$ cat src/rtl/pure_literal_scanner_if.sv
// Handshake and formula bus between the clause store, the pure-literal scanner
// and the assignment unit.
interface pure_literal_scanner_if #(
    parameter int VAR_W       = 3,
    parameter int MAX_LITS    = 5,
    parameter int MAX_CLAUSES = 10
);
    localparam int LIT_W = VAR_W + 1;
    localparam int LEN_W = $clog2(MAX_LITS + 1);
    localparam int CL_W  = $clog2(MAX_CLAUSES + 1);

    logic                                  start;
    logic [MAX_CLAUSES*MAX_LITS*LIT_W-1:0] clause_lits;
    logic [MAX_CLAUSES*LEN_W-1:0]          clause_len;
    logic [MAX_CLAUSES-1:0]                clause_act;
    logic [CL_W-1:0]                       num_clauses;
    logic                                  busy;
    logic                                  done;
    logic                                  found;
    logic                                  lit_valid;
    logic                                  lit_ready;
    logic [VAR_W-1:0]                      lit_var;
    logic                                  lit_pol;
    logic [VAR_W-1:0]                      pure_count;

    modport master (
        output start, clause_lits, clause_len, clause_act, num_clauses, lit_ready,
        input  busy, done, found, lit_valid, lit_var, lit_pol, pure_count
    );

    modport slave (
        input  start, clause_lits, clause_len, clause_act, num_clauses, lit_ready,
        output busy, done, found, lit_valid, lit_var, lit_pol, pure_count
    );
endinterface

$ cat src/rtl/pure_literal_scanner.sv
// Pure-literal finder: tallies variable polarities one clause per cycle, then
// streams pure literals in ascending variable order over a valid/ready port.
module pure_literal_scanner #(
    parameter int VAR_W       = 3,
    parameter int MAX_LITS    = 5,
    parameter int MAX_CLAUSES = 10,
    parameter int FIND_ALL    = 1
) (
    input  logic                  clock,
    input  logic                  reset,
    pure_literal_scanner_if.slave bus
);
    localparam int LIT_W = VAR_W + 1;
    localparam int LEN_W = $clog2(MAX_LITS + 1);
    localparam int CL_W  = $clog2(MAX_CLAUSES + 1);
    localparam int NV    = 2**VAR_W - 1;

    localparam logic [CL_W-1:0]  MAXC       = CL_W'(MAX_CLAUSES);
    localparam logic [LEN_W-1:0] MAXL       = LEN_W'(MAX_LITS);
    localparam logic [VAR_W-1:0] LASTV      = VAR_W'(NV);
    localparam bit               STOP_FIRST = (FIND_ALL == 0);

    typedef enum logic [1:0] {IDLE, SCAN, EMIT, DONE} state_t;
    state_t state, state_nxt;

    logic [MAX_CLAUSES*MAX_LITS*LIT_W-1:0] lits_q;
    logic [MAX_CLAUSES*LEN_W-1:0]          len_q;
    logic [MAX_CLAUSES-1:0]                act_q;
    logic [CL_W-1:0]                       ncl_q;
    logic [CL_W-1:0]                       cidx_q;
    logic [VAR_W-1:0]                      v_q;
    logic [VAR_W-1:0]                      cnt_q;
    logic [NV:0]                           pos_q;
    logic [NV:0]                           neg_q;
    logic                                  found_q;

    logic [CL_W-1:0]  ncl_in;
    logic [LEN_W-1:0] cur_len;
    logic             cur_act;
    logic [LIT_W-1:0] cur_lit [MAX_LITS];
    logic [NV:0]      pos_set;
    logic [NV:0]      neg_set;
    logic             pure_v;
    logic             lit_valid;
    logic             hs;
    logic             advance;
    logic             last_v;

    assign ncl_in = (bus.num_clauses > MAXC) ? MAXC : bus.num_clauses;

    always_comb begin : clause_select
        cur_len = '0;
        cur_act = 1'b0;
        for (int unsigned s = 0; s < MAX_LITS; s++) cur_lit[s] = '0;
        for (int unsigned c = 0; c < MAX_CLAUSES; c++) begin
            if (CL_W'(c) == cidx_q) begin
                cur_len = len_q[c*LEN_W +: LEN_W];
                cur_act = act_q[c];
                for (int unsigned s = 0; s < MAX_LITS; s++)
                    cur_lit[s] = lits_q[(c*MAX_LITS + s)*LIT_W +: LIT_W];
            end
        end
        if (cur_len > MAXL) cur_len = MAXL;
    end

    // Var 0 marks an empty slot and never reaches the bitmaps.
    always_comb begin : tally
        pos_set = '0;
        neg_set = '0;
        for (int unsigned s = 0; s < MAX_LITS; s++) begin
            if (cur_act && (LEN_W'(s) < cur_len) && (cur_lit[s][LIT_W-1:1] != '0)) begin
                if (cur_lit[s][0]) pos_set[cur_lit[s][LIT_W-1:1]] = 1'b1;
                else               neg_set[cur_lit[s][LIT_W-1:1]] = 1'b1;
            end
        end
    end

    assign pure_v    = pos_q[v_q] ^ neg_q[v_q];
    assign lit_valid = (state == EMIT) && pure_v;
    assign hs        = lit_valid && bus.lit_ready;
    assign advance   = (state == EMIT) && (!pure_v || bus.lit_ready);
    assign last_v    = (v_q == LASTV);

    always_ff @(posedge clock or negedge reset) begin
        if (!reset) state <= IDLE;
        else        state <= state_nxt;
    end

    always_comb begin : next_state
        state_nxt = state;
        case (state)
            IDLE: if (bus.start) state_nxt = (ncl_in == '0) ? EMIT : SCAN;
            SCAN: if (cidx_q == ncl_q - CL_W'(1)) state_nxt = EMIT;
            EMIT: begin
                if (hs && STOP_FIRST)       state_nxt = DONE;
                else if (advance && last_v) state_nxt = DONE;
            end
            DONE: state_nxt = IDLE;
            default: state_nxt = IDLE;
        endcase
    end

    always_ff @(posedge clock or negedge reset) begin
        if (!reset) begin
            lits_q  <= '0;
            len_q   <= '0;
            act_q   <= '0;
            ncl_q   <= '0;
            cidx_q  <= '0;
            v_q     <= '0;
            cnt_q   <= '0;
            pos_q   <= '0;
            neg_q   <= '0;
            found_q <= 1'b0;
        end else begin
            case (state)
                IDLE: begin
                    if (bus.start) begin
                        lits_q  <= bus.clause_lits;
                        len_q   <= bus.clause_len;
                        act_q   <= bus.clause_act;
                        ncl_q   <= ncl_in;
                        cidx_q  <= '0;
                        v_q     <= VAR_W'(1);
                        cnt_q   <= '0;
                        pos_q   <= '0;
                        neg_q   <= '0;
                        found_q <= 1'b0;
                    end
                end
                SCAN: begin
                    pos_q  <= pos_q | pos_set;
                    neg_q  <= neg_q | neg_set;
                    cidx_q <= cidx_q + CL_W'(1);
                end
                EMIT: begin
                    if (hs) begin
                        cnt_q   <= cnt_q + VAR_W'(1);
                        found_q <= 1'b1;
                    end
                    if (advance) v_q <= v_q + VAR_W'(1);
                end
                default: ;
            endcase
        end
    end

    assign bus.busy       = (state == SCAN) || (state == EMIT);
    assign bus.done       = (state == DONE);
    assign bus.found      = found_q;
    assign bus.lit_valid  = lit_valid;
    assign bus.lit_var    = lit_valid ? v_q : '0;
    assign bus.lit_pol    = lit_valid & pos_q[v_q];
    assign bus.pure_count = cnt_q;
endmodule

$ cat src/flat_wrapper.sv
// flat-port wrapper written by rule: the top's interface ports become plain ports
module pure_literal_scanner_flat 
#(
    parameter int VAR_W       = 3,
    parameter int MAX_LITS    = 5,
    parameter int MAX_CLAUSES = 10,
    parameter int FIND_ALL    = 1
)
  (clock, reset, bus_start, bus_clause_lits, bus_clause_len, bus_clause_act, bus_num_clauses, bus_lit_ready, bus_busy, bus_done, bus_found, bus_lit_valid, bus_lit_var, bus_lit_pol, bus_pure_count);
  pure_literal_scanner_if #(.VAR_W(VAR_W), .MAX_LITS(MAX_LITS), .MAX_CLAUSES(MAX_CLAUSES)) bus_i ();
  input  logic clock;
  input  logic reset;
  input wire logic [$bits(bus_i.start)-1:0] bus_start;
  input wire logic [$bits(bus_i.clause_lits)-1:0] bus_clause_lits;
  input wire logic [$bits(bus_i.clause_len)-1:0] bus_clause_len;
  input wire logic [$bits(bus_i.clause_act)-1:0] bus_clause_act;
  input wire logic [$bits(bus_i.num_clauses)-1:0] bus_num_clauses;
  input wire logic [$bits(bus_i.lit_ready)-1:0] bus_lit_ready;
  output wire logic [$bits(bus_i.busy)-1:0] bus_busy;
  output wire logic [$bits(bus_i.done)-1:0] bus_done;
  output wire logic [$bits(bus_i.found)-1:0] bus_found;
  output wire logic [$bits(bus_i.lit_valid)-1:0] bus_lit_valid;
  output wire logic [$bits(bus_i.lit_var)-1:0] bus_lit_var;
  output wire logic [$bits(bus_i.lit_pol)-1:0] bus_lit_pol;
  output wire logic [$bits(bus_i.pure_count)-1:0] bus_pure_count;
  assign bus_i.start = bus_start;
  assign bus_i.clause_lits = bus_clause_lits;
  assign bus_i.clause_len = bus_clause_len;
  assign bus_i.clause_act = bus_clause_act;
  assign bus_i.num_clauses = bus_num_clauses;
  assign bus_i.lit_ready = bus_lit_ready;
  assign bus_busy = bus_i.busy;
  assign bus_done = bus_i.done;
  assign bus_found = bus_i.found;
  assign bus_lit_valid = bus_i.lit_valid;
  assign bus_lit_var = bus_i.lit_var;
  assign bus_lit_pol = bus_i.lit_pol;
  assign bus_pure_count = bus_i.pure_count;
  pure_literal_scanner #(.VAR_W(VAR_W), .MAX_LITS(MAX_LITS), .MAX_CLAUSES(MAX_CLAUSES), .FIND_ALL(FIND_ALL)) u_core (.clock(clock), .reset(reset), .bus(bus_i));
endmodule
$ cat config.mk
export PLATFORM = sky130hd
export DESIGN_NAME = pure_literal_scanner_flat
export DESIGN_NICKNAME = d
export VERILOG_FILES = /design/src/rtl/pure_literal_scanner_if.sv /design/src/rtl/pure_literal_scanner.sv /design/src/flat_wrapper.sv
export SDC_FILE = /design/constraint.sdc
export NUM_CORES = 1
export LEC_CHECK = 0
export CAP_MARGIN = 20
export CORE_MARGIN = 3
export CORE_UTILIZATION = 45
export CTS_BUF_LIST = sky130_fd_sc_hd__clkbuf_4 sky130_fd_sc_hd__clkbuf_8
export CTS_CLUSTER_SIZE = 40
export DETAILED_ROUTE_END_ITERATION = 10
export GPL_ROUTABILITY_DRIVEN = 0
export GPL_TIMING_DRIVEN = 0
export PLACE_DENSITY = 0.78
export SETUP_SLACK_MARGIN = 0.05
export SYNTH_ARGS = -nofsm -noshare
export SYNTH_HDL_FRONTEND = slang
export SYNTH_SLANG_ARGS = --single-unit
$ cat constraint.sdc
create_clock -name clock -period 3.25 [get_ports clock]
set_input_delay 0.65 -clock clock [delete_from_list [all_inputs] [get_ports clock]]
set_output_delay 0.65 -clock clock [all_outputs]
set_load 0.005 [all_outputs]
==> summary.txt <==
Placement
  – Post-DP HPWL: 35,700 um
  – Pre-CTS setup slack: -0.459 ns
  – Area of placed instances: 0.0173 mm2
  – Placed cells: 1,898
  – # port buffers: 258

Worst setup path
  – WP data arrival: 3.65 ns
  – Setup crit start kind: flop
  – Reg2reg path depth: 14
  – Worst r2r src: u_core.cidx_q[0]
  – Worst R2R End: u_core.neg_q[2]
  – Setup crit end kind: flop
  – Flop-to-flop setup slack: 0.04 ns
  – Required @ worst endpoint: 3.68 ns
  – WS Path Type: reg2reg
  – Crit Path Max Fanout: 10

Pwr
  – NetSw: 0.00807 W
  – Int Power: 0.0115 W
  – Net Sw Frac: 41.1%
  – Seq pwr share: 31.7%
  – Overall Power: 0.0196 W
  – Power share of the combinational group: 51.4%
  – Pleak: 7.69 nW
  – Clk pwr share: 16.9%
  – PwrDens: 1030 mW/mm2
  – Max rail drop VDD: 0.453 mV

Drt
  – Via density: 6.19
  – DR vias: 12,400
  – Initial DRT Pass Iterations: 6
  – Drt drc: 0
  – Routed Antenna Nets: 0
  – Wire per inst: 24.7 um
  – Routed WL: 49,700 um
  – Initial DRC count: 1,389

Synthesis
  – Asr flop ratio synth: 100%
  – Post-synthesis instance total: 1,241
  – Post-Syn Area: 0.0142 mm2
  – Synth Flop Type: dfrtp_1
  – Sequential area share after synthesis: 48.2%
  – Library cells used by synthesis: 84
  – Avg Cell Area, Syn: 11.4 um2
  – Post-synth EDFFs: 0
  – Synthesized flop and latch total: 273
  – YS warnings: 0
  – Syn_nets: 1,502

Finish
  – Commonest non-fill, non-tap cell in the layout: dfrtp_1
  – Nets@finish: 1,840
  – Antenna cells: 0
  – Commonest cells after routing, fill and taps aside: 271 x dfrtp_1, 252 x clkdlybuf4s50_1, 244 x mux2_2, 81 x a21oi_1, 62 x nand2_1
  – Synth-to-Final Area Change: 34.9%
  – Filler cells: 2,376
  – Layout Utilization: 62.0%
  – Layout cell share with drive strength beyond 1: 32.2%
  – Finished Layout Cells: 2,008
  – Final instance area: 0.0191 mm2

CTS
  – Worst skew pair latency: 0.60 ns
  – CTS Buffer Depth: 3
  – CTS tree: yes
  – Hold_buf cts: 0
  – CTS root buf: clkbuf_8
  – H-tree levels: 2
  – CTS Buf Count: 46
  – Clk sinks: 273
  – CTS clk-pin slew, worst paths: 0.07 ns

STA
  – Fmax: 311 MHz
  – Final Slew Violations: 0
  – Final hold violations: 0
  – Final setup violation count: 0
  – RSZ-0062 raised after global routing: yes
  – Fin worst setup slack: 0.0365 ns
  – Final worst path period need: 3.21 ns
  – Slew headroom: 41.7%
  – Slew @ Worst Pin: 0.874 ns
  – Clock Skew: 0.0511 ns
  – Final period utilization: 98.9%

Floorplanning
  – Starting density of the core: 46.0%
  – FP Rows: 64
  – Die Span X: 183 um
  – Die height: 183 um
  – CORE AREA: 0.0308 mm2
  – IO Pins: 259
  – Die area: 0.0337 mm2

Run
  – Max-Cap Viols: 0

Global routing
  – First-pass GRT wire length: 73,600 um
  – Vias in the first global route: 12,600
  – Gr usage total: 28.5%
  – Pin count of the biggest net entering global routing: 114
  – GRT overflow: 0
  – Initial antenna violation count: 1

Run status
  – Status: completed

Hold path
  – Worst hold path class: in2async
-- per-stage QoR --
stage | hold WS (ns) | setup TNS, ns
finish | 0.146 | 0
global route | 0.218 | -0.102
CTS | 0.168 | -0.0326
detailed placement | 0.474 | -3.98
global placement | 0.464 | -2736.65
floorplan | 0.354 | 0
-- layer usage --
layer	track usage [%]	vias up	wire, um
met5	0	-	0
met2	44.6	904	22300
li1	-	5288	-
met4	14.2	0	3050
met1	37.9	6026	19000
met3	6.25	215	5310
-- cells in the mapped netlist, drive strengths merged (3+ instances only) --
cell type / instances / share of area (%)
a311oi: 7 / 0.48
nand3: 19 / 0.67
ha: 13 / 1.1
and3b: 6 / 0.41
nor2b: 23 / 1.0
a21oi: 83 / 3.0
o22ai: 14 / 0.62
a31oi: 16 / 0.71
nand3b: 19 / 1.0
o21ai: 64 / 2.3
nor2: 51 / 1.4
nor3b: 9 / 0.58
nand2: 64 / 1.7
xnor2: 7 / 0.43
nor3: 16 / 0.64
mux2: 244 / 19
and2: 9 / 0.40
a22o: 5 / 0.31
buf: 54 / 2.6
clkbuf: 36 / 0.95
o2bb2ai: 4 / 0.25
a2111oi: 11 / 0.79
mux2i: 6 / 0.42
o211ai: 11 / 0.65
o221ai: 11 / 0.68
a22oi: 14 / 0.74
nand4b: 3 / 0.19
o32ai: 7 / 0.43
a211oi: 24 / 1.3
a221oi: 19 / 1.2
o311ai: 6 / 0.55
nand2b: 20 / 0.88
nor4: 3 / 0.13
mux4: 4 / 0.64
o21a: 8 / 0.42
inv: 28 / 0.74
o31ai: 6 / 0.51
dfrtp: 273 / 48
-- registers in the layout, summed over array words and instances, names as in the netlist --
name                   count
u_core.ncl_q               4
u_core.lits_q            200
u_core.cidx_q              4
u_core.pos_q               8
u_core.v_q                 3
u_core.len_q              30
u_core.bus.found           1
u_core.bus.pure_count      3
u_core.state               2
u_core.act_q              10
u_core.neg_q               8
-- worst max path at each step --
| stage | start | end | depth (start not counted) |
|---|---|---|---|
| 3_5_place_dp | u_core.cidx_q[1] | u_core.pos_q[2] | 12 |
| 6_report | u_core.cidx_q[0] | u_core.neg_q[2] | 14 |
| 4_1_cts | u_core.cidx_q[1] | u_core.neg_q[2] | 13 |
| 3_3_place_gp | reset | u_core.lits_q[38] | 1 |
| 5_1_grt | u_core.cidx_q[0] | u_core.neg_q[2] | 12 |
| 2_1_floorplan | u_core.cidx_q[0] | u_core.neg_q[2] | 12 |
-- critical path, cell delays in order, from the launching register on --
cell       delay [ns]
dfrtp_2          0.45
inv_4            0.11
ha_4             0.16
buf_6            0.15
buf_8            0.16
buf_6            0.19
buf_6            0.19
nand2_1          0.08
o21ai_1          0.23
a221oi_2         0.15
o21ai_2          0.24
o221a_2          0.27
nor2_1           0.11
a2111oi_2        0.41
a21oi_1          0.13
-- layout make-up --
class / count / area (um2) / share of cell area (%)
inverters: 28 / 108 / 0.563
clock buffers: 73 / 911 / 4.76
clock inverters: 8 / 82.6 / 0.432
plain buffers: 90 / 617 / 3.23
multi-input cells: 850 / 7210 / 37.7
well taps: 396 / 495 / 2.59
repair buffers: 290 / 2870 / 15.0
flip-flops and latches: 273 / 6830 / 35.7
-- repair_timing --
item,in CTS,in global routing
setup buffers,13,16
gates resized for setup,93,59
endpoints found under the setup margin,19,19
pin swaps,11,19
-- power by group through the flow --
| stage | clock (W) | sequential, W | combinational, W |
|---|---|---|---|
| floorplan | 0 | 0.00573 | 0.00599 |
| global route | 0.00348 | 0.00634 | 0.0106 |
| finish | 0.00332 | 0.00622 | 0.0101 |
| global placement | 0 | 0.00610 | 0.00805 |
| CTS | 0.00334 | 0.00614 | 0.00907 |
| detailed placement | 0 | 0.00617 | 0.00831 |
-- logic make-up (layout without fill, tap and decap cells) --
| logic type | count (synthesis) | after routing | share of synthesized area, % |
|---|---|---|---|
| AOI/OAI and AO/OA | 321 | 321 | 15.6 |
| and+or+nand+nor | 255 | 255 | 9.94 |
| muxes | 254 | 254 | 20.4 |
| buffers and inverters | 118 | 489 | 4.25 |
| DFF | 273 | 273 | 48.2 |
| adders and majority gates | 13 | 13 | 1.15 |
| xor gates and xnor gates | 7 | 7 | 0.433 |
Note: power is estimated with default switching activity, not from simulation.
